**src/rtl/pipeline_control_sequencer_if.sv**
```systemverilog
// Shared constants and the decoder/datapath-facing bundle of the pipeline
// control sequencer. The slave modport is the sequencer; the master modport
// is whoever drives the decoded opcode and consumes the control vector.
package pipeline_control_sequencer_pkg;
  localparam int OPCODE_COUNT = 8;
  localparam int GROUP_COUNT  = 10;
  localparam int STAGE_COUNT  = 3;
  localparam int SIGNAL_COUNT = 8;

  localparam logic [STAGE_COUNT-1:0] STAGE_IF  = 3'd0;
  localparam logic [STAGE_COUNT-1:0] STAGE_ID  = 3'd1;
  localparam logic [STAGE_COUNT-1:0] STAGE_EX  = 3'd2;
  localparam logic [STAGE_COUNT-1:0] STAGE_MEM = 3'd3;
  localparam logic [STAGE_COUNT-1:0] STAGE_WB  = 3'd4;

  localparam int GROUP_ALU            = 0;
  localparam int GROUP_ALU_TWO_OP     = 1;
  localparam int GROUP_ALU_IMD        = 2;
  localparam int GROUP_REGISTER       = 3;
  localparam int GROUP_LOAD           = 4;
  localparam int GROUP_STORE          = 5;
  localparam int GROUP_LOAD_INDIRECT  = 6;
  localparam int GROUP_STORE_INDIRECT = 7;
  localparam int GROUP_IO_READ        = 8;
  localparam int GROUP_IO_WRITE       = 9;

  localparam int CONTROL_RR_READ   = 0;
  localparam int CONTROL_RD_READ   = 1;
  localparam int CONTROL_RD_WRITE  = 2;
  localparam int CONTROL_RR_WRITE  = 3;
  localparam int CONTROL_MEM_READ  = 4;
  localparam int CONTROL_MEM_WRITE = 5;
  localparam int CONTROL_IO_READ   = 6;
  localparam int CONTROL_IO_WRITE  = 7;
endpackage

interface pipeline_control_sequencer_if;
  import pipeline_control_sequencer_pkg::*;

  logic                    stall;
  logic [OPCODE_COUNT-1:0] opcode_type;
  logic [GROUP_COUNT-1:0]  opcode_group;
  logic                    io_ready;
  logic [STAGE_COUNT-1:0]  pipeline_stage;
  logic [SIGNAL_COUNT-1:0] signals;
  logic                    instr_done;
  logic                    io_error;
  // opcode registered at the end of ID, for the downstream datapath
  logic [OPCODE_COUNT-1:0] opcode_latched;

  modport master (
    output stall, opcode_type, opcode_group, io_ready,
    input  pipeline_stage, signals, instr_done, io_error, opcode_latched
  );

  modport slave (
    input  stall, opcode_type, opcode_group, io_ready,
    output pipeline_stage, signals, instr_done, io_error, opcode_latched
  );
endinterface

```
**src/rtl/pipeline_control_sequencer.sv**
```systemverilog
// Multi-cycle IF/ID/EX/MEM/WB stage sequencer and control-vector generator.
// Optional feature macro: IO_HANDSHAKE_EN -- when defined, IO accesses in MEM
// wait for io_ready with a timeout that pulses io_error; when undefined, IO
// accesses take one MEM cycle and io_error is tied low.
module pipeline_control_sequencer
  import pipeline_control_sequencer_pkg::*;
#(
  parameter int MEM_WAIT   = 0,
  parameter int IO_TIMEOUT = 8
) (
  input logic                       clk,
  input logic                       reset,
  pipeline_control_sequencer_if.slave bus
);
  localparam int WAIT_W = (MEM_WAIT > 0) ? $clog2(MEM_WAIT + 1) : 1;
  localparam logic [WAIT_W-1:0] WAIT_INIT = WAIT_W'(MEM_WAIT);

  typedef enum logic [STAGE_COUNT-1:0] {
    S_IF  = STAGE_IF,
    S_ID  = STAGE_ID,
    S_EX  = STAGE_EX,
    S_MEM = STAGE_MEM,
    S_WB  = STAGE_WB
  } stage_t;

  stage_t                  stage;
  logic [GROUP_COUNT-1:0]  grp_q;
  logic [OPCODE_COUNT-1:0] opc_q;
  logic [WAIT_W-1:0]       wait_cnt;
  logic                    instr_done_q;
  logic                    io_error_q;
  logic                    io_fail_w;
  logic                    io_sat;
  logic                    mem_ok;
  logic                    mem_exit;
  logic [SIGNAL_COUNT-1:0] sig;
  logic [GROUP_COUNT-1:0]  g_live;
  logic                    unused_grp_q;

  assign g_live   = bus.opcode_group;
  assign mem_ok   = !(grp_q[GROUP_LOAD] | grp_q[GROUP_STORE]) || (wait_cnt == '0);
  assign mem_exit = mem_ok && io_sat;
  // these groups only affect the ID-stage reads, which use the live vector
  assign unused_grp_q = ^{grp_q[GROUP_ALU_TWO_OP], grp_q[GROUP_ALU_IMD],
                          grp_q[GROUP_LOAD_INDIRECT], grp_q[GROUP_STORE_INDIRECT]};

`ifdef IO_HANDSHAKE_EN
  logic [7:0] io_cnt;
  logic       io_ok;
  logic       io_fail;
  logic       io_grp;
  logic       io_abort_next;

  assign io_grp    = grp_q[GROUP_IO_READ] | grp_q[GROUP_IO_WRITE];
  assign io_fail_w = io_fail;
  // io_error_q marks the abort cycle itself, so the access is satisfied there
  assign io_sat    = !io_grp || io_ok || io_fail || io_error_q || bus.io_ready;
  assign io_abort_next = io_grp && !io_ok && !io_fail && !io_error_q && !bus.io_ready &&
                         ((int'(io_cnt) + 2) == IO_TIMEOUT);

  // IO handshake bookkeeping: MEM cycle count, acknowledge and timeout flags
  always_ff @(posedge clk) begin
    if (reset) begin
      io_cnt     <= '0;
      io_ok      <= 1'b0;
      io_fail    <= 1'b0;
      io_error_q <= 1'b0;
    end else if (!bus.stall) begin
      case (stage)
        S_EX: begin
          io_cnt     <= '0;
          io_ok      <= 1'b0;
          io_fail    <= 1'b0;
          io_error_q <= io_grp && (IO_TIMEOUT == 1);
        end
        S_MEM: begin
          io_fail <= io_fail | io_error_q;
          if (mem_exit) begin
            io_error_q <= 1'b0;
          end else begin
            if (io_cnt != 8'hFF) io_cnt <= io_cnt + 8'd1;
            io_ok      <= io_ok | (bus.io_ready && !io_error_q);
            io_error_q <= io_abort_next;
          end
        end
        S_WB: begin
          io_fail    <= 1'b0;
          io_error_q <= 1'b0;
        end
        default: io_error_q <= 1'b0;
      endcase
    end
  end
`else
  logic unused_io_ready;

  assign io_sat          = 1'b1;
  assign io_fail_w       = 1'b0;
  assign io_error_q      = 1'b0;
  assign unused_io_ready = bus.io_ready;
`endif

  // Stage FSM: advances once per unstalled cycle, MEM stretched by wait/IO
  always_ff @(posedge clk) begin
    if (reset) begin
      stage        <= S_IF;
      grp_q        <= '0;
      opc_q        <= '0;
      wait_cnt     <= '0;
      instr_done_q <= 1'b0;
    end else if (!bus.stall) begin
      instr_done_q <= 1'b0;
      case (stage)
        S_IF: stage <= S_ID;
        S_ID: begin
          stage <= S_EX;
          grp_q <= bus.opcode_group;
          opc_q <= bus.opcode_type;
        end
        S_EX: begin
          stage    <= S_MEM;
          wait_cnt <= WAIT_INIT;
        end
        S_MEM: begin
          if (mem_exit) begin
            stage        <= S_WB;
            instr_done_q <= 1'b1;
          end else if (wait_cnt != '0) begin
            wait_cnt <= wait_cnt - WAIT_W'(1);
          end
        end
        S_WB:    stage <= S_IF;
        default: stage <= S_IF;
      endcase
    end
  end

  // Stage-gated control vector; ID reads decode from the live group
  always_comb begin
    sig = '0;
    case (stage)
      S_ID: begin
        sig[CONTROL_RR_READ] = g_live[GROUP_ALU_TWO_OP] | g_live[GROUP_LOAD_INDIRECT] |
                               g_live[GROUP_REGISTER] | g_live[GROUP_STORE] |
                               g_live[GROUP_IO_WRITE];
        sig[CONTROL_RD_READ] = g_live[GROUP_ALU] | g_live[GROUP_ALU_IMD] |
                               g_live[GROUP_STORE_INDIRECT] | g_live[GROUP_LOAD_INDIRECT];
      end
      S_MEM: begin
        sig[CONTROL_MEM_READ]  = grp_q[GROUP_LOAD];
        sig[CONTROL_MEM_WRITE] = grp_q[GROUP_STORE];
        sig[CONTROL_IO_READ]   = grp_q[GROUP_IO_READ];
        sig[CONTROL_IO_WRITE]  = grp_q[GROUP_IO_WRITE];
      end
      S_WB: begin
        sig[CONTROL_RD_WRITE] = (grp_q[GROUP_ALU] | grp_q[GROUP_REGISTER] |
                                 grp_q[GROUP_LOAD] | grp_q[GROUP_IO_READ]) & !io_fail_w;
      end
      default: sig = '0;
    endcase
  end

  assign bus.pipeline_stage = stage;
  assign bus.signals        = sig;
  assign bus.instr_done     = instr_done_q;
  assign bus.io_error       = io_error_q;
  assign bus.opcode_latched = opc_q;
endmodule
```
**src/flat_wrapper.sv**
```systemverilog
// flat-port wrapper written by rule: the top's interface ports become plain ports
module pipeline_control_sequencer_flat import pipeline_control_sequencer_pkg::*;
#(
  parameter int MEM_WAIT   = 0,
  parameter int IO_TIMEOUT = 8
)
  (clk, reset, bus_stall, bus_opcode_type, bus_opcode_group, bus_io_ready, bus_pipeline_stage, bus_signals, bus_instr_done, bus_io_error, bus_opcode_latched);
  pipeline_control_sequencer_if bus_i ();
  input logic clk;
  input logic reset;
  input wire logic [$bits(bus_i.stall)-1:0] bus_stall;
  input wire logic [$bits(bus_i.opcode_type)-1:0] bus_opcode_type;
  input wire logic [$bits(bus_i.opcode_group)-1:0] bus_opcode_group;
  input wire logic [$bits(bus_i.io_ready)-1:0] bus_io_ready;
  output wire logic [$bits(bus_i.pipeline_stage)-1:0] bus_pipeline_stage;
  output wire logic [$bits(bus_i.signals)-1:0] bus_signals;
  output wire logic [$bits(bus_i.instr_done)-1:0] bus_instr_done;
  output wire logic [$bits(bus_i.io_error)-1:0] bus_io_error;
  output wire logic [$bits(bus_i.opcode_latched)-1:0] bus_opcode_latched;
  assign bus_i.stall = bus_stall;
  assign bus_i.opcode_type = bus_opcode_type;
  assign bus_i.opcode_group = bus_opcode_group;
  assign bus_i.io_ready = bus_io_ready;
  assign bus_pipeline_stage = bus_i.pipeline_stage;
  assign bus_signals = bus_i.signals;
  assign bus_instr_done = bus_i.instr_done;
  assign bus_io_error = bus_i.io_error;
  assign bus_opcode_latched = bus_i.opcode_latched;
  pipeline_control_sequencer #(.MEM_WAIT(MEM_WAIT), .IO_TIMEOUT(IO_TIMEOUT)) u_core (.clk(clk), .reset(reset), .bus(bus_i));
endmodule
```
**config.mk**
```make
export PLATFORM = sky130hd
export DESIGN_NAME = pipeline_control_sequencer_flat
export DESIGN_NICKNAME = d
export VERILOG_FILES = /design/src/rtl/pipeline_control_sequencer_if.sv /design/src/rtl/pipeline_control_sequencer.sv /design/src/flat_wrapper.sv
export SDC_FILE = /design/constraint.sdc
export NUM_CORES = 1
export LEC_CHECK = 0
export CORE_MARGIN = 5
export CORE_UTILIZATION = 43
export DETAILED_ROUTE_END_ITERATION = 16
export PLACE_DENSITY = 0.93
export SLEW_MARGIN = 10
export SYNTH_ARGS = -nofsm -noshare
export SYNTH_HDL_FRONTEND = slang
export SYNTH_SLANG_ARGS = --single-unit
```
**constraint.sdc**
```tcl
create_clock -name clk -period 2.4 [get_ports clk]
set_clock_uncertainty 0.05 [all_clocks]
set_input_delay 0.36 -clock clk [delete_from_list [all_inputs] [get_ports clk]]
set_output_delay 0.36 -clock clk [all_outputs]
set_load 0.02 [all_outputs]
```
==> flow_summary_export.csv, run 1 <==
group,metric,value,unit
status,status,"finished clean",
floorplan,start_util,0.459,
clocking,path_clk_slew,100,ps
sta,rsz0062_at_grt,"no",
cells_and_area,seqCellArea,360,um2
grt,grt_max_degree,31,
pwr,total_power,0.637,mW
synth,ys_seq_area_frac,0.396,
min_path,min_path_type,"reg -> reg",
setup_path,critPathLaunchType,"primary input",
grt,grt_use_total,0.136,
cells_and_area,multiInputGateArea,497,um2
setup_path,crit_start,"bus_opcode_group[3]",
cells_and_area,fin_util,0.679,
route,post-route-drc-count,0,
setup_path,crit_type,"in -> out",
cells_and_area,syn_to_final_growth,47.9,%
route,postRouteAntennaNets,0,
synth,syn-instance-count,93,
sta,fin_crit,2220,ps
route,wire_per_inst,12.0,um
pwr,power.leakage,0.507,nW
clocking,clockRootBuffer,"clkbuf_4",
setup_path,cp_max_fo,2,
clocking,cts_sinks,18,
setup_path,r2r-start,"u_core.bus.pipeline_stage[1]",
grt,grt_overflow,0,
route,viasPerCell,4.63,
sta,hold_viol,0,
sta,finalCritPeriodShare,0.923,
sta,tightest_slew,673,ps
setup_path,worstPathArrival,1810,ps
clocking,clock_latency,290,ps
clocking,cts_hold_buf,0,
place,port_buffers,39,
grt,grt_antenna_before_repair,0,
place,dp_hpwl,1510,um
route,drt_pass1_iterations,3,
route,finalWirelength,1920,um
route,drt_iter0_markers,4,
cells_and_area,drive_above_1_share,0.0902,
flow_run,cap_violations,0,
grt,grt_pass1_wl,3340,um
clocking,cts.path.max_buffers,2,
synth,yosys_warnings,0,
cells_and_area,fin_nets,156,
floorplan,die_area,3140,um2
floorplan,io_pins,43,
grt,grt_pass1_vias,740,
pwr,power_density,473,nW/um2
sta,whs,414,ps
clocking,cts_tree,"built",
floorplan,rows,16,
clocking,cts_buffers,3,
floorplan,dieWidth,56.0,um
sta,max_freq,451,MHz
synth,synth_area_per_cell,9.78,um2
sta,max-slew-margin-rel,0.550,
cells_and_area,nFillCells,155,
floorplan,fp.dieH,56.0,um
synth,ys_types,22,
pwr,ir_worst_vdd,0.000300,V
clocking,htree_levels,1,
synth,ys_ff_latch,18,
synth,synth_area,910,um2
setup_path,endpoint_kind,"primary output",
sta,slew_viol_final,0,
cells_and_area,diodes,0,
min_path,worstHoldStart,"u_core.bus.instr_done",
route,vias,740,
sta,final-setup-viol-count,0,
setup_path,required,1990,ps
floorplan,core-area,1980,um2
place,place.gp.congestion,0.671,
-- sequential cells by signal, indices dropped and copies added, names as in the netlist --
register                   flops
u_core.bus.pipeline_stage      3
u_core.bus.instr_done          1
u_core.grp_q                   6
u_core.bus.opcode_latched      8
-- worst paths after layout --
| path | to | slack (ps) | cells after the start |
|---|---|---|---|
| setup / recovery | bus_signals[0] | 180 | 4 |
| hold / removal | u_core.bus.instr_done | 410 | 2 |
| setup reg to reg | u_core.bus.pipeline_stage[2] | 1040 | 2 |
| hold reg to reg | u_core.bus.instr_done | 410 | 2 |
-- logic make-up after synthesis --
| logic type | after synthesis | synth area share |
|---|---|---|
| AND/OR/NAND/NOR | 46 | 0.345 |
| flip-flops | 18 | 0.396 |
| multiplexers | 14 | 0.154 |
| buffers and inverters | 9 | 0.0619 |
| AO/OA/AOI/OAI | 5 | 0.0385 |
| other | 1 | 0.00412 |
-- power by group --
part	internal (mW)	leakage, nW	switching [mW]
clock	0.0925	0.0210	0.0943
combinational	0.0765	0.340	0.0507
sequential	0.311	0.146	0.0117
total	0.480	0.507	0.157
-- layout make-up --
| class | count | share of cell area |
|---|---|---|
| well taps | 27 | 0.0251 |
| inverters | 2 | 0.00558 |
| multi-input cells | 67 | 0.369 |
| clock buffers | 4 | 0.0270 |
| repair buffers | 42 | 0.305 |
| flip-flops and latches | 18 | 0.268 |
-- cells in the final DEF (no fill, tap or decap), drive strengths merged, types with 2 or more instances in the layout --
cell type,n
clkdlybuf4s50,37
nand2b,28
dfxtp,18
mux2i,14
and3,5
clkbuf,4
nand2,3
a21oi,3
buf,3
inv,2
or4,2
conb,2
dlygate4sd2,2
nor4b,2
-- cell usage after synthesis --
| master | count | share of area |
|---|---|---|
| mux2i_1 | 14 | 0.15 |
| and3_1 | 5 | 0.034 |
| buf_6 | 2 | 0.025 |
| dfxtp_1 | 18 | 0.40 |
| nand2b_1 | 28 | 0.19 |
| nor3b_1 | 1 | 0.0083 |
| and2_1 | 1 | 0.0069 |
| nand2_1 | 3 | 0.012 |
| or4_1 | 2 | 0.017 |
| inv_1 | 2 | 0.0083 |
| o211a_1 | 1 | 0.011 |
| or4bb_2 | 1 | 0.014 |
| nor4b_1 | 1 | 0.0096 |
| a21oi_1 | 3 | 0.017 |
| and2b_2 | 1 | 0.0096 |
| or3_2 | 1 | 0.0083 |
| o31a_2 | 1 | 0.011 |
| clkbuf_1 | 3 | 0.012 |
| buf_4 | 2 | 0.017 |
| conb_1 | 1 | 0.0041 |
| nor4b_4 | 1 | 0.026 |
| nor4_1 | 1 | 0.0069 |
-- stage by stage --
stage | TNS (ps) | std cells | instance area (um2) | setup slack (ps)
2_1_floorplan | 0 | 94 | 913 | 678
3_3_place_gp | -59.3 | 156 | 1310 | -39.1
3_5_place_dp | -66.0 | 156 | 1310 | -43.2
4_1_cts | 0 | 160 | 1350 | 162
5_1_grt | 0 | 160 | 1350 | 90.3
6_report | 0 | 160 | 1350 | 185
-- critical path, stage by stage --
cell and delay, ps:
clkdlybuf4s50_1 410, or4_1 510, o211a_1 210, dlygate4sd2_1 310
-- routing by layer --
layer,wire (um),global-route usage
met1,829,0.155
met2,937,0.220
met3,106,0.0394
met4,46,0.0814
met5,0,0
-- repair_timing --
action,4_1_cts,5_1_grt
setup endpoints to repair,2,0
gates resized for setup,2,0
setup buffers,0,0
Note: power is estimated with default switching activity, not from simulation.
==> inputs of run 2 (changes only) <==
--- a/config.mk
+++ b/config.mk
@@ -7,6 +7,7 @@
 export LEC_CHECK = 0
 export CORE_MARGIN = 5
 export CORE_UTILIZATION = 43
+export CTS_CLUSTER_SIZE = 25
 export DETAILED_ROUTE_END_ITERATION = 16
 export PLACE_DENSITY = 0.93
 export SLEW_MARGIN = 10
==> results of run 2 <==
Final layout, timing and power as in run 1 (identical DEF).
